==> config.mk <==
export PLATFORM = sky130hd
export DESIGN_NAME = s_ram_dp
export DESIGN_NICKNAME = d
export VERILOG_FILES = /design/src/rtl/s_ram_dp.sv
export SDC_FILE = /design/constraint.sdc
export NUM_CORES = 1
export LEC_CHECK = 0
export ABC_AREA = 1
export BUFFER_PORTS_ARGS = -buffer_cell sky130_fd_sc_hd__buf_2
export CAP_MARGIN = 20
export CELL_PAD_IN_SITES_DETAIL_PLACEMENT = 0
export CELL_PAD_IN_SITES_GLOBAL_PLACEMENT = 1
export CORE_UTILIZATION = 52
export DETAILED_ROUTE_END_ITERATION = 16
export PLACE_DENSITY_LB_ADDON = 0.1
export SYNTH_ARGS = -nofsm -noshare
export SYNTH_HDL_FRONTEND = slang
export SYNTH_SLANG_ARGS = --single-unit
==> constraint.sdc <==
create_clock -name clk -period 2.9 [get_ports clk]
set_input_delay 0.435 -clock clk [delete_from_list [all_inputs] [get_ports clk]]
set_output_delay 0.435 -clock clk [all_outputs]
set_load 0.005 [all_outputs]
==> src/rtl/s_ram_dp.sv <==
// Simple dual-port synchronous RAM: byte-enabled write port, pipelined read port,
// selectable same-address collision behaviour and an optional post-reset zero-fill.
module s_ram_dp #(
  parameter int DATA_W       = 16,
  parameter int ADDR_W       = 4,
  parameter int RD_LAT       = 1,
  parameter int RW_MODE      = 0,
  parameter int CLEAR_ON_RST = 1
) (
  input  logic                  clk,
  input  logic                  rst,
  input  logic                  wr_en,
  input  logic [ADDR_W-1:0]     wr_addr,
  input  logic [DATA_W-1:0]     wr_data,
  input  logic [DATA_W/8-1:0]   wr_be,
  input  logic                  rd_en,
  input  logic [ADDR_W-1:0]     rd_addr,
  output logic [DATA_W-1:0]     rd_data,
  output logic                  rd_valid,
  output logic                  busy
);

  localparam int DEPTH = 2**ADDR_W;
  localparam int NB    = DATA_W / 8;

  localparam logic [0:0] ST_CLEAR = 1'b0;
  localparam logic [0:0] ST_RUN   = 1'b1;

  logic [0:0]        r_state;
  logic [ADDR_W-1:0] r_cnt;
  logic [DATA_W-1:0] r_mem [DEPTH];

  logic              w_run;
  logic              w_wr_acc;
  logic              w_rd_acc;
  logic              w_clr_wr;
  logic              w_coll;
  logic [ADDR_W-1:0] w_mem_addr;
  logic [NB-1:0]     w_mem_be;
  logic [DATA_W-1:0] w_mem_data;
  logic [DATA_W-1:0] w_old;
  logic [DATA_W-1:0] w_merged;
  logic [DATA_W-1:0] w_rd_word;

  assign w_run    = (r_state == ST_RUN);
  assign w_wr_acc = w_run & wr_en & ~rst;
  assign w_rd_acc = w_run & rd_en & ~rst;
  assign w_clr_wr = ~w_run & ~rst;

  // The clear sequencer borrows the write port; user writes are dropped meanwhile.
  assign w_mem_addr = w_clr_wr ? r_cnt : wr_addr;
  assign w_mem_be   = w_clr_wr ? {NB{1'b1}} : (w_wr_acc ? wr_be : {NB{1'b0}});
  assign w_mem_data = w_clr_wr ? {DATA_W{1'b0}} : wr_data;

  always_ff @(posedge clk) begin
    if (rst) begin
      r_state <= (CLEAR_ON_RST != 0) ? ST_CLEAR : ST_RUN;
      r_cnt   <= '0;
    end else if (!w_run) begin
      r_cnt <= r_cnt + ADDR_W'(1);
      if (&r_cnt) begin
        r_state <= ST_RUN;
      end
    end
  end

  always_ff @(posedge clk) begin
    for (int b = 0; b < NB; b++) begin
      if (w_mem_be[b]) begin
        r_mem[w_mem_addr][b*8 +: 8] <= w_mem_data[b*8 +: 8];
      end
    end
  end

  // Write-first bypass: fresh bytes replace stale ones only on an address match.
  assign w_old  = r_mem[rd_addr];
  assign w_coll = w_wr_acc & (wr_addr == rd_addr);

  genvar gi;
  generate
    for (gi = 0; gi < NB; gi++) begin : g_merge
      assign w_merged[gi*8 +: 8] = (w_coll && wr_be[gi]) ? wr_data[gi*8 +: 8]
                                                          : w_old[gi*8 +: 8];
    end
  endgenerate

  assign w_rd_word = (RW_MODE == 1) ? w_merged : w_old;

  logic [DATA_W-1:0] r_s1_data;
  logic              r_s1_valid;

  always_ff @(posedge clk) begin
    if (rst) begin
      r_s1_data  <= '0;
      r_s1_valid <= 1'b0;
    end else begin
      r_s1_valid <= w_rd_acc;
      if (w_rd_acc) begin
        r_s1_data <= w_rd_word;
      end
    end
  end

  generate
    if (RD_LAT == 2) begin : g_lat2
      logic [DATA_W-1:0] r_s2_data;
      logic              r_s2_valid;

      always_ff @(posedge clk) begin
        if (rst) begin
          r_s2_data  <= '0;
          r_s2_valid <= 1'b0;
        end else begin
          r_s2_valid <= r_s1_valid;
          if (r_s1_valid) begin
            r_s2_data <= r_s1_data;
          end
        end
      end

      assign rd_data  = r_s2_data;
      assign rd_valid = r_s2_valid;
    end else begin : g_lat1
      assign rd_data  = r_s1_data;
      assign rd_valid = r_s1_valid;
    end
  endgenerate

  assign busy = ~w_run;

endmodule

After elaboration in Yosys (flattened, before gate mapping)
Memory sizes are Yosys's and may differ from the RTL's. A register that Yosys moved wholly into a read port is not among the register bits. Index checks and enable logic that the tools add are counted.

Flip-flop bits (word level): 6. Bits in latches: 0. Bits in writable memories: 256. Bits in read-only memories: 0. Input bits: 30. Logic and storage cells: 23. Memories kept: 1.

Add/subtract/negate cells: 1. $mul: 0. Divide/modulo/power cells: 0. Order comparisons: 0. Equality and inequality tests: 0. Shift-type cells: 0. Muxes and demuxes: 10. Bitwise operators: 7. Reduce and logical (&&, ||, !) cells: 1.

Memory list: r_mem (depth 16, bits a word 16, read ports 1, clocked after memory_dff 1, wr ports 1, RTL line 31) `logic [DATA_W-1:0] r_mem [DEPTH];`.

Operator list (number): 16-bit two-way mux (1); 1-bit two-way mux (6); 1-bit AND (5); 4-bit by 1-bit adder with 4-bit output (second input constant) (1); 2-bit two-way mux (2); 4-bit two-way mux (1); 4-bit AND reduction (1); 1-bit NOT (2).

Logic depth before layout (Yosys ltp)
Gate-level depths: netlist of run 1.

Word-level depth: 6. Gate-level depth with buffers: 11. Depth with buffers taken out: 9.

Least setup slack after synthesis of run 1
Ideal clock, no wire load.

Path kind: flip-flop to flip-flop. From: reg r_state. To: mem r_mem[13][0] (enable). Library setup time: 0.370 ns. Arrival: 1.488 ns. Path slack: 1.042 ns. Stages on the path, launching flop included: 10. Clock period less this slack: 1.858 ns. Path through: dfxtp_1 > buf_6 > nor2_8 > buf_8 > nand2_4 > o21ai_2 > inv_2 > nor2_2 > nand2_1 > nor2_1.

Word-level cells in the longest chain between the ends: 6.

Ends and longest elaborated chain: start: declaration (RTL line 29) `logic [0:0] r_state;`; start signal: assignment (RTL line 57) `r_state <= (CLEAR_ON_RST != 0) ? ST_CLEAR : ST_RUN;`; 1-bit AND (2 in a row) (RTL line 46) `assign w_wr_acc = w_run & wr_en & ~rst;`; 2-bit two-way mux (2 in a row) (RTL line 52) `assign w_mem_be = w_clr_wr ? {NB{1'b1}} : (w_wr_acc ? wr_be : {NB{1'b0}});`; 1-bit two-way mux (RTL line 69) `if (w_mem_be[b]) begin`; 1-bit two-way mux (not written as such) (RTL line 70) `r_mem[w_mem_addr][b*8 +: 8] <= w_mem_data[b*8 +: 8];`; end: declaration (RTL line 31).

Parallel ways exist; a longest one is shown, timed or not.

Worst setup path in the final report of run 1
From: reg r_state. To: mem r_mem[6][9] (enable).

The elaborated chain is that of the path after synthesis.

==> metrics.txt, run 1 <==
status finished, final reports clean; HP Class in -> reg; multiplexer share of the synthesized area 0%; max-slew violations 0; GPL Wtd Cong 0.808; Synth-to-Final Area Change 12.8%; Synth Area in XOR/XNOR 0%; kind of critical path reg -> reg; Cells after Synth 1228; Post-synth EDFFs 256; RSZ-0062 raised after global routing false; Die Wd 154 um; Main synth FF type edfxtp_1; Syn Std Cell Area 0.0121 mm^2; Iteration-0 DRC Markers 650; area occupied by registers 0.00813 mm^2; Final WS setup 556 ps; DIE AREA 0.0239 mm^2; synth unique cells 23; sequential-to-total area share from yosys stat 67.2%; grt met3 use 2.89%; drt pass-1 iters 6; clk buf depth 3; layout cells sized above 1 11.4%; Yosys Warn Count 0; DP Wirelength 18000 um; Static Leak 6.06 nW; crit end category register; PD cells 617 mW/mm^2; Routed Antenna Nets 0; H-tree depth 1; fillcell total 1957; setup_tns 0 ps; Hold Vio Cnt, Final 0; busiest grt layer met2; root buffer cell clkbuf_16; largest family of logic cells by synthesized area simple AND/OR/NAND/NOR gates; clk slew on worst S/H paths 60 ps; fin crit share 80.8%; Num CTS Buffers 27; Final Net Count 1324; skew final 8.87 ps; CP Launch Type register; peak fanout along the critical path 26; area occupied by multi-input gates 0.00297 mm^2; Die H 154 um; CP cell instances nor2_8, nand2_1, o21ai_2, inv_1, nor2_2, nand2_1, nor2_1; met1 usage 36.5%; endpoints failing setup 0; Post-Synth Simple-Gate Area 23.8%; min Tclk post-route 2340 ps; Placed Instances 1549; detailed-route DRC error count 0; ranking of synthesized cells by area edfxtp_1 64%, nand2_1 14%, nand3_1 7.3%; slowest stage delay, CP 510 ps; number of synthesized register bits 278; # Max-Cap Violations 0; postcts setup bufs 0; Worst path most repeated cell nand2_1; dpl ws 416 ps; initial antenna violation count 0; Post-CTS Hold Fix Bufs 0; Synth Area in Adders 0.103%; peak supply drop 446 uV; CP max-delay cell nor2_1; largest net degree at the start of global routing 129; Starting Density 53.2%; IO Port Bufs 47; Slew @ Worst Pin 754 ps; Via Count 8104; largest area contributor in the netlist edfxtp_1; GR Overflow Total 0; met2 Use GR 38.7%; io pins 48; vias in the first global route 7776; Skew-Pair Late Insertion Delay 520 ps; Compound-Gate Fraction of Synth Area 0.611%; CP delay by family, top simple AND/OR/NAND/NOR gates; CTS tree done; mean routed wirelength per cell 17.6 um; Cell Count, Final, Fillers Out 1599; vias per cell 5.07; DRT Wirelength 28100 um; Post-Syn Nets 1259; Peak Freq 427 MHz; Resize count post-CTS 0; Syn Area/Cell 9.85 um^2; Post-synth ARST share 0%; num rows 55; Req. time, crit path 3060 ps; All-Layer GR Usage 24.4%; CP arrival 2500 ps; global-route wire length before repair 43600 um; post-synth top area share 63.6%; core box area 0.0227 mm^2; Buf/Inv on CP 1; Max-slew headroom 49.7%; clock sink count 278
==> per-stage QoR <==
| step | util, % | instance area [um^2] | power [mW] | hold WS, ps |
|---|---|---|---|---|
| final | 60.0 | 13600 | 8.41 | 223 |
| after global routing | 60.0 | 13600 | 8.67 | 231 |
| after CTS | 60.0 | 13600 | 8.46 | 214 |
| after detailed placement | 56.3 | 12800 | 5.14 | 504 |
| after global placement | 56.3 | 12800 | 5.13 | 506 |
| after floorplan | - | 12100 | 4.91 | 463 |
==> cells in the mapped netlist, types with 4 or more instances <==
master    count
o21ai_2       4
buf_1         7
clkbuf_1     11
nand2_1     455
dfxtp_1      22
buf_2        37
inv_1       178
buf_6         4
nand3_1     177
nor2_2        4
inv_2         4
edfxtp_1    256
nor2_1       53
==> area by class of cell <==
| class | count | area share (%) |
|---|---|---|
| diodes | 1 | 0.0184 |
| clock inverters | 18 | 1.18 |
| repair buffers | 96 | 4.72 |
| inverters | 182 | 5.03 |
| well taps | 285 | 2.62 |
| clock buffers | 31 | 5.07 |
| flip-flops and latches | 278 | 59.6 |
| multi-input cells | 708 | 21.8 |
==> final timing paths <==
path / from / endpoint / slack, ps / cells past startpoint
worst min register to register: r_cnt[0]$_SDFFE_PP0N_ / r_cnt[0]$_SDFFE_PP0N_ / 520 / 2
worst max register to register: r_state$_SDFF_PP0_ / r_mem[6][9]$_DFFE_PP_ / 560 / 7
worst min-delay path: rst / r_cnt[2]$_SDFFE_PP0N_ / 220 / 2
worst max-delay path: r_state$_SDFF_PP0_ / r_mem[6][9]$_DFFE_PP_ / 560 / 7
==> state kept, by name, summed over array words and instances (netlist names) <==
| name | count |
|---|---|
| rd_data | 16 |
| rd_valid | 1 |
| r_mem | 256 |
| r_cnt | 4 |
| r_state | 1 |
==> cells by family (layout without fill, tap and decap cells) <==
kind of cell / Yosys count / after routing
fa+ha+maj: 1 / 1
buf+inv: 242 / 327
compound gates: 11 / 11
flops: 278 / 278
simple gates: 696 / 696
other cells: 0 / 1
==> routing by layer <==
layer / vias to the layer above / part of all wire [%] / routed length [um]
li1: 4063 / - / -
met1: 3792 / 47 / 13200
met2: 222 / 46 / 12800
met3: 27 / 6.0 / 1670
met4: 0 / 1.2 / 336
met5: - / 0 / 0
==> report_power, final <==
| part | leakage (nW) | switching, mW | internal [mW] |
|---|---|---|---|
| Combinational | 3.12 | 0.421 | 0.162 |
| Sequential | 2.53 | 0.0162 | 4.45 |
| Clock | 0.415 | 1.39 | 1.96 |
==> cells in the final DEF (no fill, tap or decap), types with 4 or more instances in the layout <==
master | Yosys | routed
nand3_1 | 177 | 177
dfxtp_1 | 22 | 22
buf_2 | 37 | 46
clkinv_2 | 0 | 6
o21ai_2 | 4 | 4
buf_4 | 0 | 47
edfxtp_1 | 256 | 256
nor2_2 | 4 | 4
inv_1 | 178 | 177
inv_2 | 4 | 4
clkbuf_1 | 11 | 4
clkinv_1 | 0 | 7
nand2_1 | 455 | 455
nor2_1 | 53 | 53
clkbuf_16 | 0 | 27
Note: power is estimated with default switching activity, not from simulation.
==> inputs of run 2 (changes only) <==
--- a/config.mk
+++ b/config.mk
@@ -10,7 +10,7 @@
 export CAP_MARGIN = 20
 export CELL_PAD_IN_SITES_DETAIL_PLACEMENT = 0
 export CELL_PAD_IN_SITES_GLOBAL_PLACEMENT = 1
-export CORE_UTILIZATION = 52
+export CORE_UTILIZATION = 44
 export DETAILED_ROUTE_END_ITERATION = 16
 export PLACE_DENSITY_LB_ADDON = 0.1
 export SYNTH_ARGS = -nofsm -noshare
==> constraint.sdc (replaced) <==
create_clock -name clk -period 1.9 [get_ports clk]
set_input_delay 0.285 -clock clk [delete_from_list [all_inputs] [get_ports clk]]
set_output_delay 0.285 -clock clk [all_outputs]
set_load 0.005 [all_outputs]
==> run 2 against run 1 <==
Setup slack lost 500 ps. Utilization shrank 7.6 points. Register-to-register slack lost 500 ps. Via count grew 1.1%. Critical path type unchanged. Largest cell class unchanged. Largest power group unchanged.
==> metrics.txt, run 2 (same netlist as run 1, synthesis figures left out) <==
status finished, final reports clean; CP arrival 2090 ps (-410 ps); initial antenna violation count 0 (unchanged); vias in the first global route 7817 (+0.53%); Req. time, crit path 2150 ps (-910 ps); Peak Freq 544 MHz (+27%); global-route wire length before repair 44800 um (+2.7%); Antenna Cells 0 (-1); All-Layer GR Usage 21.1% (-3.2 points); min Tclk post-route 1840 ps (-505 ps); CTS tree done; final core occ 52.5% (-7.6 points); Iteration-0 DRC Markers 492 (-24%); DIE AREA 0.0281 mm^2 (+18%); kind of critical path reg -> reg; reg2reg setup slack 60 ps (-500 ps); Max-slew headroom 64.6% (+15 points); Num CTS Buffers 29 (+7.4%); R2R depth 7 (unchanged); GPL Wtd Cong 0.765 (-5.4%); dpl cell area 0.0131 mm^2 (+2.8%); Worst Hold End r_cnt[2]$_SDFFE_PP0N_; Skew-Pair Late Insertion Delay 540 ps (+20 ps); Post-CTS Hold Fix Bufs 0 (unchanged); H-tree depth 1 (unchanged); Placed Instances 1635 (+5.6%); Slew @ Worst Pin 530 ps (-224 ps); clock sink count 278 (unchanged); Reg2Reg Launch Point r_state$_SDFF_PP0_; max reg flops 256 (unchanged); layout cells sized above 1 14.0% (+2.6 points); CP Launch Type register; fin crit share 96.8% (+16 points); # Max-Cap Violations 0 (unchanged); most common cell after layout, fill and taps aside nand2_1; postcts setup bufs 0 (unchanged); Die H 168 um (+8.6%); Synth-to-Final Area Change 16.9%; Starting Density 44.9% (-8.4 points); DRT Wirelength 29300 um (+4.3%); Final Power 13.5 mW (+61%); clk buf depth 3 (unchanged); GR Overflow Total 0 (unchanged); num rows 60 (+9.1%); most flop-heavy register r_mem; largest net degree at the start of global routing 65 (-50%); drt pass-1 iters 5 (-1); endpoints failing setup 0 (unchanged); worst hold stages 3 (+1); PD cells 956 mW/mm^2 (+55%); DP Wirelength 18900 um (+5.0%); vias per cell 4.85 (-4.3%); Final Net Count 1357 (+2.5%); Cell Count, Final, Fillers Out 1689 (+5.6%); clk slew on worst S/H paths 60 ps (about the same); fillcell total 2507 (+28%); mean routed wirelength per cell 17.3 um (-1.3%); io pins 48 (unchanged); HP Class in -> reg; detailed-route DRC error count 0 (unchanged); root buffer cell clkbuf_16; Hold Vio Cnt, Final 0 (unchanged); crit end category register; Routed Antenna Nets 0 (unchanged); FF-to-FF End r_mem[9][4]$_DFFE_PP_; Finished Cell Area 0.0141 mm^2 (+3.7%); max-slew violations 0 (unchanged); Via Count 8192 (+1.1%); Die Wd 168 um (+8.6%); hold path startpoint rst; IO Port Bufs 47 (unchanged); leading cell types in the layout, fill and taps excluded 455 x nand2_1, 256 x edfxtp_1, 177 x nand3_1; core box area 0.0270 mm^2 (+19%); peak fanout along the critical path 8 (-69%); setup_tns 0 ps (unchanged); peak supply drop 525 uV (+18%); skew final 11.0 ps (+2.15 ps); Static Leak 6.30 nW (+3.9%)
## run 2: layout make-up
type | count | area [um^2] | area share, %
clock buffer | 40 | 807 | 5.71
clock inverter | 13 | 166 | 1.18
sequential | 278 | 8130 | 57.5
inverter | 182 | 686 | 4.85
multi-input combinational | 709 | 2990 | 21.2
tap | 341 | 427 | 3.02
timing repair buffer | 126 | 931 | 6.59
## run 2: how the worst max path moves through the flow
stage,end,from,cells after the start
floorplan,r_mem[13][0]$_DFFE_PP_,r_state$_SDFF_PP0_,9
global placement,r_mem[6][15]$_DFFE_PP_,rst,9
detailed placement,r_mem[6][13]$_DFFE_PP_,rst,9
CTS,r_mem[9][4]$_DFFE_PP_,r_state$_SDFF_PP0_,6
global route,r_mem[9][7]$_DFFE_PP_,r_state$_SDFF_PP0_,6
finish,r_mem[9][4]$_DFFE_PP_,r_state$_SDFF_PP0_,7
## run 2: report_power, final
group | switching [mW] | internal (mW)
combinational | 0.668 | 0.296
sequential | 0.0242 | 6.79
clock | 2.24 | 3.49
total | 2.94 | 10.6
## run 2: layer usage
layer / vias to the layer above / global-route usage (%) / wire (um)
met5: - / 0 / 0
met4: 0 / 5.31 / 484
met1: 3844 / 30.9 / 14100
met3: 41 / 2.34 / 1210
met2: 182 / 33.7 / 13500
li1: 4125 / - / -
## run 2: repair_timing
item | in CTS | in global routing
gates resized for setup | 0 | 6
endpoints found under the setup margin | 0 | 256
hold endpoints to repair | 0 | 0
## run 2: stage by stage
step,hold slack [ps],setup slack (ps)
after floorplan,364,41.5
after global placement,507,1.95
after detailed placement,497,11.2
after CTS,119,8.50
after global routing,199,-9.78
final,195,60.5
## run 2: worst max-delay path, cell delays in order, from the launching register on
cell and delay, ps:
dfxtp_2 420, nor2_4 80, o21ai_2 220, inv_2 90
nor2_2 260, nand2_1 150, nor2_1 150, buf_4 190
==> inputs of run 3 (changes only) <==
--- a/config.mk
+++ b/config.mk
@@ -6,10 +6,12 @@
 export NUM_CORES = 1
 export LEC_CHECK = 0
 export ABC_AREA = 1
+export ABC_CLOCK_PERIOD_IN_PS = 1900
 export BUFFER_PORTS_ARGS = -buffer_cell sky130_fd_sc_hd__buf_2
 export CAP_MARGIN = 20
 export CELL_PAD_IN_SITES_DETAIL_PLACEMENT = 0
 export CELL_PAD_IN_SITES_GLOBAL_PLACEMENT = 1
+export CORE_ASPECT_RATIO = 0.5
 export CORE_UTILIZATION = 44
 export DETAILED_ROUTE_END_ITERATION = 16
 export PLACE_DENSITY_LB_ADDON = 0.1
==> run 3 against run 2 <==
Critical path depth is 1 higher. Sequential cell count stayed put. Clock skew is 10 ps higher. Maximum frequency is 1.4% higher. Cell area is 1.6% lower. Hold slack better by 32 ps. Utilization is 0.32 points lower. Clock-buffer cell count is 9 lower. Via count is 3.4% higher. Sequential power hardly changed. Global-route usage is 2.3 points higher. Highest routed layer unchanged.
==> metrics.txt, run 3 (same netlist as run 1, synthesis figures left out) <==
num rows 42 (-30%); clock sink count 278 (unchanged); met2 Use GR 33.3% (-0.40 points); root buffer cell clkbuf_16; CP arrival 2050 ps (-40 ps); grt met3 use 4.03% (+1.7 points); Req. time, crit path 2140 ps (about the same); GPL Wtd Cong 0.794 (+3.8%); Static Leak 6.16 nW (-2.1%); max reg flops 256 (unchanged); Buf/Inv on CP 2 (unchanged); most flop-heavy register r_mem; Worst path most repeated cell nand2_1; Die Wd 236 um (+41%); Starting Density 45.3% (+0.43 points); slowest stage delay, CP 400 ps (-20 ps); skew final 21.0 ps (+10.0 ps); Hold WS 226 ps (+31.7 ps); peak supply drop 674 uV (+28%); RSZ-0062 raised after global routing true; Final Net Count 1345 (-0.88%); core box area 0.0267 mm^2 (-0.95%); Via Count 8471 (+3.4%); CP delay by family, top simple AND/OR/NAND/NOR gates; crit path launch r_state$_SDFF_PP0_; hold path startpoint rst; Antenna Cells 0 (unchanged); clk buf depth 3 (unchanged); vias per cell 5.02 (+3.6%); Hold Vio Cnt, Final 0 (unchanged); Routed Antenna Nets 0 (unchanged); mean routed wirelength per cell 19.2 um (+11%); area occupied by registers 0.00813 mm^2 (about the same); Die H 119 um (-29%); fin crit share 95.5% (-1.3 points); Post-CTS Hold Fix Bufs 0 (unchanged); Peak Freq 551 MHz (+1.4%); PD cells 920 mW/mm^2 (-3.8%); clk slew on worst S/H paths 70 ps (about the same); # Max-Cap Violations 0 (unchanged); largest net degree at the start of global routing 65 (unchanged); CTS tree done; layout cells sized above 1 13.6% (-0.45 points); max-slew violations 0 (unchanged); busiest grt layer met1; Slew @ Worst Pin 655 ps (+125 ps); GR Overflow Total 0 (unchanged); peak fanout along the critical path 8 (unchanged); HP Class in -> reg; CP max-delay cell dfxtp_4; H-tree depth 1 (unchanged); kind of critical path reg -> reg; CP cell instances nor2_8, nand2_1, o21ai_2, inv_1, nor2_2, nand2_1, nor2_1, buf_4; vias in the first global route 7993 (+2.3%); global-route wire length before repair 48800 um (+8.9%); min Tclk post-route 1810 ps (-25.5 ps); leading cell types in the layout, fill and taps excluded 455 x nand2_1, 256 x edfxtp_1, 177 x nand3_1; io pins 48 (unchanged); initial antenna violation count 0 (unchanged); DRT Wirelength 32500 um (+11%); CP Launch Type register; Max-slew headroom 56.2% (-8.4 points); Synth-to-Final Area Change 15.1%; Num CTS Buffers 26 (-10%); Skew-Pair Late Insertion Delay 550 ps (about the same); Final Power 12.8 mW (-5.3%); IO Port Bufs 47 (unchanged); detailed-route DRC error count 0 (unchanged); status finished, final reports clean; endpoints failing setup 0 (unchanged); DP Wirelength 20800 um (+10%); Reg2Reg Launch Point r_state$_SDFF_PP0_; most common cell after layout, fill and taps aside nand2_1; All-Layer GR Usage 23.5% (+2.3 points); area occupied by multi-input gates 0.00300 mm^2 (+0.17%); fillcell total 2434 (-2.9%); Iteration-0 DRC Markers 854 (+74%); DIE AREA 0.0282 mm^2 (+0.14%); drt pass-1 iters 5 (unchanged); crit end category register; met1 usage 37.3% (+6.4 points)
-- run 3: changes by cell type in the layout (fill, tap and decap cells not counted), sizes merged --
cell	change
clkinvlp	+4
clkinv	+3
clkbuf	-9
buf	-9
bufinv	-3
-- run 3: worst paths after layout --
path | endpoint | slack, ps | cells after the start
worst min register to register | r_cnt[3]$_SDFFE_PP0N_ | 530 | 2
worst max register to register | r_mem[2][14]$_DFFE_PP_ | 90 | 8
worst min-delay path | r_cnt[3]$_SDFFE_PP0N_ | 230 | 3
worst max-delay path | r_mem[2][14]$_DFFE_PP_ | 90 | 8
-- run 3: area by class of cell --
| cell class | count | share of cell area (%) |
|---|---|---|
| Clock buffer | 31 | 4.96 |
| Clock inverter | 17 | 0.872 |
| Inverter | 182 | 4.93 |
| Multi-Input combinational cell | 709 | 21.5 |
| Sequential cell | 278 | 58.4 |
| Tap cell | 352 | 3.16 |
| Timing Repair Buffer | 117 | 6.11 |
-- run 3: routing by layer --
layer	share of wire (%)	routed length, um	up-vias
met1	50	16300	3986
met2	40	13100	336
met5	0	0	-
met4	1.6	522	0
li1	-	-	4114
met3	7.9	2570	35
-- run 3: stage by stage --
stage          cell area (um^2)  utilization (%)  instances  TNS, ps  setup slack, ps
6_report                  13900             52.1       1686        0             86.0
5_1_grt                   13900             52.1       1686     -158            -18.6
4_1_cts                   13900             52.0       1685        0             7.05
3_5_place_dp              13100             48.9       1636     -927            -43.1
3_3_place_gp              13100             48.9       1636     -185            -23.1
2_1_floorplan             12100                -       1228        0             41.5
-- run 3: power breakdown --
group	internal [mW]	leakage, nW	switching [mW]	total [mW]
Clock	2.74	0.387	2.28	5.02
Combinational	0.282	3.25	0.691	0.973
Sequential	6.79	2.53	0.0268	6.81
Total	9.81	6.16	2.99	12.8
-- run 3: worst register-to-register path: cells and delay by family (launching register included) --
family,cells,cell delay [ps]
buffers and inverters,2,290
flip-flops,1,400
AO/OA/AOI/OAI,1,90
AND/OR/NAND/NOR,5,710
-- run 3: repair_timing --
item | CTS | global route
gates cloned | 0 | 1
setup endpoints to repair | 32 | 256
resized for setup | 0 | 10
pin swaps | 1 | 1
buffers inserted | 1 | 0
